===== src/rtl/mem_arb_pkg.sv =====
// Shared types and constants for the IFU/LSU memory arbiter.
package mem_arb_pkg;

  localparam int STARVE_MAX_DEF = 4;

  typedef enum logic [1:0] {
    ST_IDLE,
    ST_SEND,
    ST_WAIT,
    ST_RESP
  } state_e;

  typedef enum logic {
    OWN_IFU,
    OWN_LSU
  } owner_e;

  // bit2 = unsigned, [1:0] = size
  localparam logic [2:0] RW_B  = 3'b000;
  localparam logic [2:0] RW_H  = 3'b001;
  localparam logic [2:0] RW_W  = 3'b010;
  localparam logic [2:0] RW_BU = 3'b100;
  localparam logic [2:0] RW_HU = 3'b101;

endpackage


===== src/rtl/mem_arb_pick.sv =====
// Winner selection between IFU and LSU with an IFU anti-starvation counter.
module mem_arb_pick #(
  parameter int STARVE_MAX = 4
) (
  input  logic clk,
  input  logic rst,
  input  logic en_i,
  input  logic ifu_valid_i,
  input  logic lsu_valid_i,
  output logic gnt_ifu_o,
  output logic gnt_lsu_o
);

  localparam logic [3:0] CNT_MAX = 4'(STARVE_MAX);

  logic [3:0] cnt_q, cnt_d;
  logic       starved;

  assign starved   = (cnt_q == CNT_MAX);
  assign gnt_lsu_o = en_i && lsu_valid_i && !(ifu_valid_i && starved);
  assign gnt_ifu_o = en_i && ifu_valid_i && !gnt_lsu_o;

  // Only LSU wins that actually held off a waiting IFU count toward starvation.
  always_comb begin
    cnt_d = cnt_q;
    if (gnt_ifu_o)
      cnt_d = '0;
    else if (gnt_lsu_o && ifu_valid_i && !starved)
      cnt_d = cnt_q + 4'd1;
  end

  always_ff @(posedge clk) begin
    if (rst) cnt_q <= '0;
    else     cnt_q <= cnt_d;
  end

endmodule


===== src/rtl/mem_arbiter.sv =====
// Two-requester (IFU, LSU) single-outstanding memory arbiter.
module mem_arbiter
  import mem_arb_pkg::*;
#(
  parameter int ADDR_W     = 32,
  parameter int DATA_W     = 32,
  parameter int STARVE_MAX = STARVE_MAX_DEF
) (
  input  logic              clk,
  input  logic              rst,
  input  logic              ifu_req_valid,
  output logic              ifu_req_ready,
  input  logic [ADDR_W-1:0] ifu_addr,
  output logic              ifu_rsp_valid,
  input  logic              ifu_rsp_ready,
  output logic [DATA_W-1:0] ifu_rdata,
  input  logic              lsu_req_valid,
  output logic              lsu_req_ready,
  input  logic              lsu_wr_en,
  input  logic [2:0]        lsu_rw_type,
  input  logic [ADDR_W-1:0] lsu_addr,
  input  logic [DATA_W-1:0] lsu_wdata,
  output logic              lsu_rsp_valid,
  input  logic              lsu_rsp_ready,
  output logic [DATA_W-1:0] lsu_rdata,
  output logic              mem_req_valid,
  input  logic              mem_req_ready,
  output logic              mem_wr_en,
  output logic [2:0]        mem_rw_type,
  output logic [ADDR_W-1:0] mem_addr,
  output logic [DATA_W-1:0] mem_wdata,
  input  logic              mem_rsp_valid,
  input  logic [DATA_W-1:0] mem_rdata,
  output logic              busy
);

  state_e            state_q, state_d;
  owner_e            owner_q, owner_d;
  logic              wr_en_q, wr_en_d;
  logic [2:0]        rw_q, rw_d;
  logic [ADDR_W-1:0] addr_q, addr_d;
  logic [DATA_W-1:0] wdata_q, wdata_d;
  logic [DATA_W-1:0] rdata_q, rdata_d;
  logic              gnt_ifu, gnt_lsu;

  mem_arb_pick #(.STARVE_MAX(STARVE_MAX)) u_pick (
    .clk         (clk),
    .rst         (rst),
    .en_i        ((state_q == ST_IDLE) && !rst),
    .ifu_valid_i (ifu_req_valid),
    .lsu_valid_i (lsu_req_valid),
    .gnt_ifu_o   (gnt_ifu),
    .gnt_lsu_o   (gnt_lsu)
  );

  always_comb begin
    state_d       = state_q;
    owner_d       = owner_q;
    wr_en_d       = wr_en_q;
    rw_d          = rw_q;
    addr_d        = addr_q;
    wdata_d       = wdata_q;
    rdata_d       = rdata_q;
    ifu_req_ready = 1'b0;
    lsu_req_ready = 1'b0;
    ifu_rsp_valid = 1'b0;
    lsu_rsp_valid = 1'b0;
    mem_req_valid = 1'b0;
    case (state_q)
      ST_IDLE: begin
        ifu_req_ready = gnt_ifu;
        lsu_req_ready = gnt_lsu;
        if (gnt_lsu) begin
          owner_d = OWN_LSU;
          wr_en_d = lsu_wr_en;
          rw_d    = lsu_rw_type;
          addr_d  = lsu_addr;
          wdata_d = lsu_wdata;
          state_d = ST_SEND;
        end else if (gnt_ifu) begin
          owner_d = OWN_IFU;
          wr_en_d = 1'b0;
          rw_d    = RW_W;
          addr_d  = ifu_addr;
          wdata_d = '0;
          state_d = ST_SEND;
        end
      end
      ST_SEND: begin
        mem_req_valid = !rst;
        if (mem_req_ready) state_d = ST_WAIT;
      end
      ST_WAIT: begin
        if (mem_rsp_valid) begin
          rdata_d = wr_en_q ? '0 : mem_rdata;
          state_d = ST_RESP;
        end
      end
      ST_RESP: begin
        if (owner_q == OWN_LSU) begin
          lsu_rsp_valid = !rst;
          if (lsu_rsp_ready) state_d = ST_IDLE;
        end else begin
          ifu_rsp_valid = !rst;
          if (ifu_rsp_ready) state_d = ST_IDLE;
        end
      end
      default: state_d = ST_IDLE;
    endcase
  end

  always_ff @(posedge clk) begin
    if (rst) begin
      state_q <= ST_IDLE;
      owner_q <= OWN_LSU;
      wr_en_q <= 1'b0;
      rw_q    <= '0;
      addr_q  <= '0;
      wdata_q <= '0;
      rdata_q <= '0;
    end else begin
      state_q <= state_d;
      owner_q <= owner_d;
      wr_en_q <= wr_en_d;
      rw_q    <= rw_d;
      addr_q  <= addr_d;
      wdata_q <= wdata_d;
      rdata_q <= rdata_d;
    end
  end

  assign mem_wr_en   = wr_en_q;
  assign mem_rw_type = rw_q;
  assign mem_addr    = addr_q;
  assign mem_wdata   = wdata_q;
  assign ifu_rdata   = rdata_q;
  assign lsu_rdata   = rdata_q;
  assign busy        = (state_q != ST_IDLE) && !rst;

endmodule


===== config.mk =====
export PLATFORM = sky130hd
export DESIGN_NAME = mem_arbiter
export DESIGN_NICKNAME = d
export VERILOG_FILES = /design/src/rtl/mem_arb_pkg.sv /design/src/rtl/mem_arb_pick.sv /design/src/rtl/mem_arbiter.sv
export SDC_FILE = /design/constraint.sdc
export NUM_CORES = 1
export LEC_CHECK = 0
export CORE_AREA = 2 2 135 137
export CTS_CLUSTER_DIAMETER = 60
export DETAILED_ROUTE_END_ITERATION = 6
export DIE_AREA = 0 0 137 139
export SYNTH_ARGS = -nofsm -noshare
export SYNTH_HDL_FRONTEND = slang
export SYNTH_HIERARCHICAL = 1
export SYNTH_SLANG_ARGS = --single-unit

===== constraint.sdc =====
create_clock -name clk -period 2.46 [get_ports clk]
set_input_delay 0.492 -clock clk [delete_from_list [all_inputs] [get_ports clk]]
set_output_delay 0.492 -clock clk [all_outputs]
set_load 0.02 [all_outputs]

==> results of run 1 <==
==> critical path, delay by kind of cell (launching register included) <==
| family | cells | cell delay, ns |
|---|---|---|
| fa+ha+maj | 1 | 0.18 |
| simple gates | 3 | 0.49 |
| buf+inv | 2 | 0.26 |
| flops | 1 | 0.34 |
| compound gates | 1 | 0.18 |
==> sequential cells by signal (all words and copies together), names as in the netlist <==
register      cells
owner_q           1
mem_wr_en         1
u_pick/cnt_q      4
mem_rw_type       3
mem_wdata        32
ifu_rdata        32
state_q           2
mem_addr         32
==> logic make-up (layout without fill, tap and decap cells) <==
kind of cell / count (synthesis) / in the layout / share of synthesized area [%]
simple gates: 163 / 163 / 17.3
compound gates: 112 / 112 / 19.0
flops: 107 / 107 / 44.5
buf+inv: 83 / 319 / 10.4
mux: 35 / 35 / 7.27
fa+ha+maj: 6 / 6 / 1.56
==> power by group through the flow <==
stage	logic [uW]	registers, uW	clock network [uW]
after floorplan	1310	2550	0
after global placement	2660	2220	0
after detailed placement	2710	2230	0
after CTS	2710	2200	1600
after global routing	2880	2230	1650
final	2670	2200	1530
==> per-stage QoR <==
step	power (uW)	cell area [um2]	setup slack, ns	instances
after floorplan	3860	4820	0.355	506
final	6390	7880	0.187	971
after global placement	4890	7570	-0.00696	955
after global routing	6770	7880	0.0518	971
after detailed placement	4940	7570	-0.0407	955
after CTS	6500	7880	0.00700	971
==> path summary, 6_finish.rpt <==
check             startpoint             to
min             ifu_rdata[0]   ifu_rdata[0]
max               state_q[0]  ifu_req_ready
max reg2reg  u_pick/cnt_q[0]    mem_addr[6]
min reg2reg     ifu_rdata[0]   ifu_rdata[0]
==> Yosys cell counts, drive strengths merged <==
cell type and n:
o21bai 1, clkbuf 20, ha 6, a211oi 32
inv 7, nor3b 4, and2 1, or4 1
nand2 41, a21oi 36, o21ai 3, o22ai 1
a22oi 35, or3 3, a31oi 2, nand3 2
nand3b 1, dfxtp 107, nand4b 32, a2111oi 1
buf 56, mux2i 35, nor2 70, o21a 1
and2b 2, nand2b 3, nor2b 3
==> layout make-up <==
class | count | share of cell area (%)
Clock buffer | 13 | 3.43
Clock inverter | 3 | 0.556
Inverter | 7 | 0.333
Multi-Input combinational cell | 316 | 27.8
Sequential cell | 107 | 27.2
Tap cell | 229 | 3.64
Timing Repair Buffer | 296 | 37.1
==> layout by cell type (no fill, tap or decap), drive strengths merged, types with 2 or more instances in the layout <==
cell type,n
nand2b,3
or3,3
ha,6
nand3,2
inv,8
nand4b,32
mux2i,35
clkbuf,15
a31oi,2
dfxtp,107
dlymetal6s2s,2
o21ai,3
a21oi,36
a211oi,32
buf,20
nor3b,4
a22oi,35
nor2,70
clkdlybuf4s50,271
nand2,41
nor2b,3
and2b,2
==> routing by layer <==
metal | share of wire [%] | wire, um | track usage (%)
met5 | 0 | 0 | 0
met4 | 2.2 | 331 | 6.02
met3 | 9.2 | 1400 | 5.08
met2 | 49 | 7480 | 27.1
met1 | 39 | 5950 | 16.6
==> metrics.log, run 1 <==
INFO  metric intPower = 4170 uW
INFO  metric critical_path_required = 1.97 ns
INFO  metric area_delta_synth_final = 63.7%
INFO  metric synth_top_area_cell = dfxtp_1
INFO  metric synthDominantCellAreaShare = 44.5%
INFO  metric post_synth.cell_area_avg = 9.52 um2
INFO  metric synth_cell_types = 34
INFO  metric worst_hold_path.num_cells = 2
INFO  metric largest_fanout_on_the_critical_path = 4
INFO  metric setup_viol_count_final = 0
INFO  metric r2r_cells = 9
INFO  metric type_of_the_worst_setup_path = reg -> out
INFO  metric multiInputGateArea = between 2000 and 2500 um2
INFO  metric net-switching-power = 2220 uW
INFO  metric final_antenna_net_count = 0
INFO  metric fin_crit = 2.27 ns
INFO  metric comb_power_share = 41.8%
INFO  metric global_route_wire_length_before_repair = 23100 um
INFO  metric seq_total_area_yosys = 44.5%
INFO  metric regToRegSetupSlack = 0.22 ns
INFO  metric htreeDepth = 3
INFO  metric drc_errors = 0
INFO  metric numClockSinks = 107
INFO  metric synth-warning-count = 6
INFO  metric postSynthNetCount = 652
INFO  metric die_area = 19000 um2
INFO  metric max_slew.worst_pin.slew = 0.962 ns
INFO  metric timing.max_cap.violations = 0
INFO  metric io-pin-count = 278
INFO  metric n_antenna_cell = 0
INFO  metric floorplan.core_area = 17700 um2
INFO  metric num_cts_buffers = 9
INFO  metric floorplan.rows = 49
INFO  metric synthTopCellsByArea = dfxtp_1 44%, a211oi_2 7.8%, mux2i_1 7.3%, buf_4 5.9%, nand4b_1 5.8%
INFO  metric finalWirelength = 15200 um
INFO  metric leakagePower = around 0.0027 uW
INFO  metric dp_hpwl = 11200 um
INFO  metric chipWidth = 137 um
INFO  metric fin_hold_ws = approximately 0.47 ns
INFO  metric fillerInstances = 1706
INFO  metric max_stage_delay = 0.34 ns
INFO  metric setup.worst_path.end_class = primary output
INFO  metric cts_buffer_depth = 2
INFO  metric ctsHoldBuffers = 0
INFO  metric largest_net_degree_at_the_start_of_global_routing = 74
INFO  metric cp_slowest_cell = dfxtp_1
INFO  metric hold_path.class = reg -> reg
INFO  metric avgRoutedWirePerCell = around 16 um
INFO  metric tritoncts = done
INFO  metric initial_antenna_violation_count = 0
INFO  metric routed_via_density = roughly 4.6
INFO  metric cts.root.buffer_cell = clkbuf_16
INFO  metric grt-ovfl-total = 0
INFO  metric die_y = 139 um
INFO  metric run_status = finished clean
INFO  metric timing.fmax = 440 MHz
INFO  metric seq_power_share = 34.4%
INFO  metric clkLatencyLatePin = 0.34 ns
INFO  metric worstSetupStartpointType = register
INFO  metric final_core_utilization = between 40% and 50%
INFO  metric unrepaired_setup_endpoints_after_global_routing = no
INFO  metric worst_ir_drop_vdd = 401 uV
INFO  metric cts_repair_resize_count = 4
INFO  metric worst_slew_margin_rel = 35.9%
INFO  metric cp_cell_sequence = inv_1 -> ha_1 -> nor2b_1 -> nand2_1 -> a21oi_1 -> and2_1 -> clkbuf_2
INFO  metric drive_above_1_share = 10.2%
INFO  metric iteration_0_drc_markers = 184
INFO  metric setup_tns = 0 ns
INFO  metric timing.critical_path.arrival = 1.78 ns
INFO  metric firstDrtPassIters = 4
INFO  metric final.period_utilization = 92.4%
INFO  metric post_synth_inst_count = 506
INFO  metric total_grt_usage = 15.3%
INFO  metric area.sequential = 2140 um2
INFO  metric post_cts_buffers = 0
INFO  metric final_hold_fails = 0
INFO  metric power_density_relative_to_cell_area = 811 nW/um2
INFO  metric layout.nets = 883
INFO  metric synth_area = 4820 um2
INFO  metric report.final.slew_viol_count = 0
INFO  metric place_congestion = 0.807
INFO  metric clock_power_share = between 20% and 30%
INFO  metric swShare = 34.8%
INFO  metric finClkSkew = 0.00500 ns
INFO  metric starting_density_of_the_core = between 20% and 30%
INFO  metric io_buffers = 277
INFO  metric dr_total_vias = 4514
INFO  metric first_global_vias = 4611
INFO  metric synth.ff_latch_count = 107
INFO  metric clkTransAtPathRegs = 0.07 ns
No activity file was read; power rests on OpenSTA's default activity.
==> inputs of run 2 (changes only) <==
--- a/config.mk
+++ b/config.mk
@@ -9,6 +9,7 @@
 export CTS_CLUSTER_DIAMETER = 60
 export DETAILED_ROUTE_END_ITERATION = 6
 export DIE_AREA = 0 0 137 139
+export SKIP_LAST_GASP = 1
 export SYNTH_ARGS = -nofsm -noshare
 export SYNTH_HDL_FRONTEND = slang
 export SYNTH_HIERARCHICAL = 1
==> results of run 2 <==
The final DEF is identical to that of run 1; final timing and power are the same.
Main changes from that run: number of gates resized after CTS 4 -> 3
==> inputs of run 3 (changes only) <==
--- a/config.mk
+++ b/config.mk
@@ -5,6 +5,7 @@
 export SDC_FILE = /design/constraint.sdc
 export NUM_CORES = 1
 export LEC_CHECK = 0
+export CAP_MARGIN = 10
 export CORE_AREA = 2 2 135 137
 export CTS_CLUSTER_DIAMETER = 60
 export DETAILED_ROUTE_END_ITERATION = 6
==> results of run 3 <==
The final DEF is identical to that of run 1; final timing and power are the same.
Main changes from that run: number of gates resized after CTS 4 -> 3
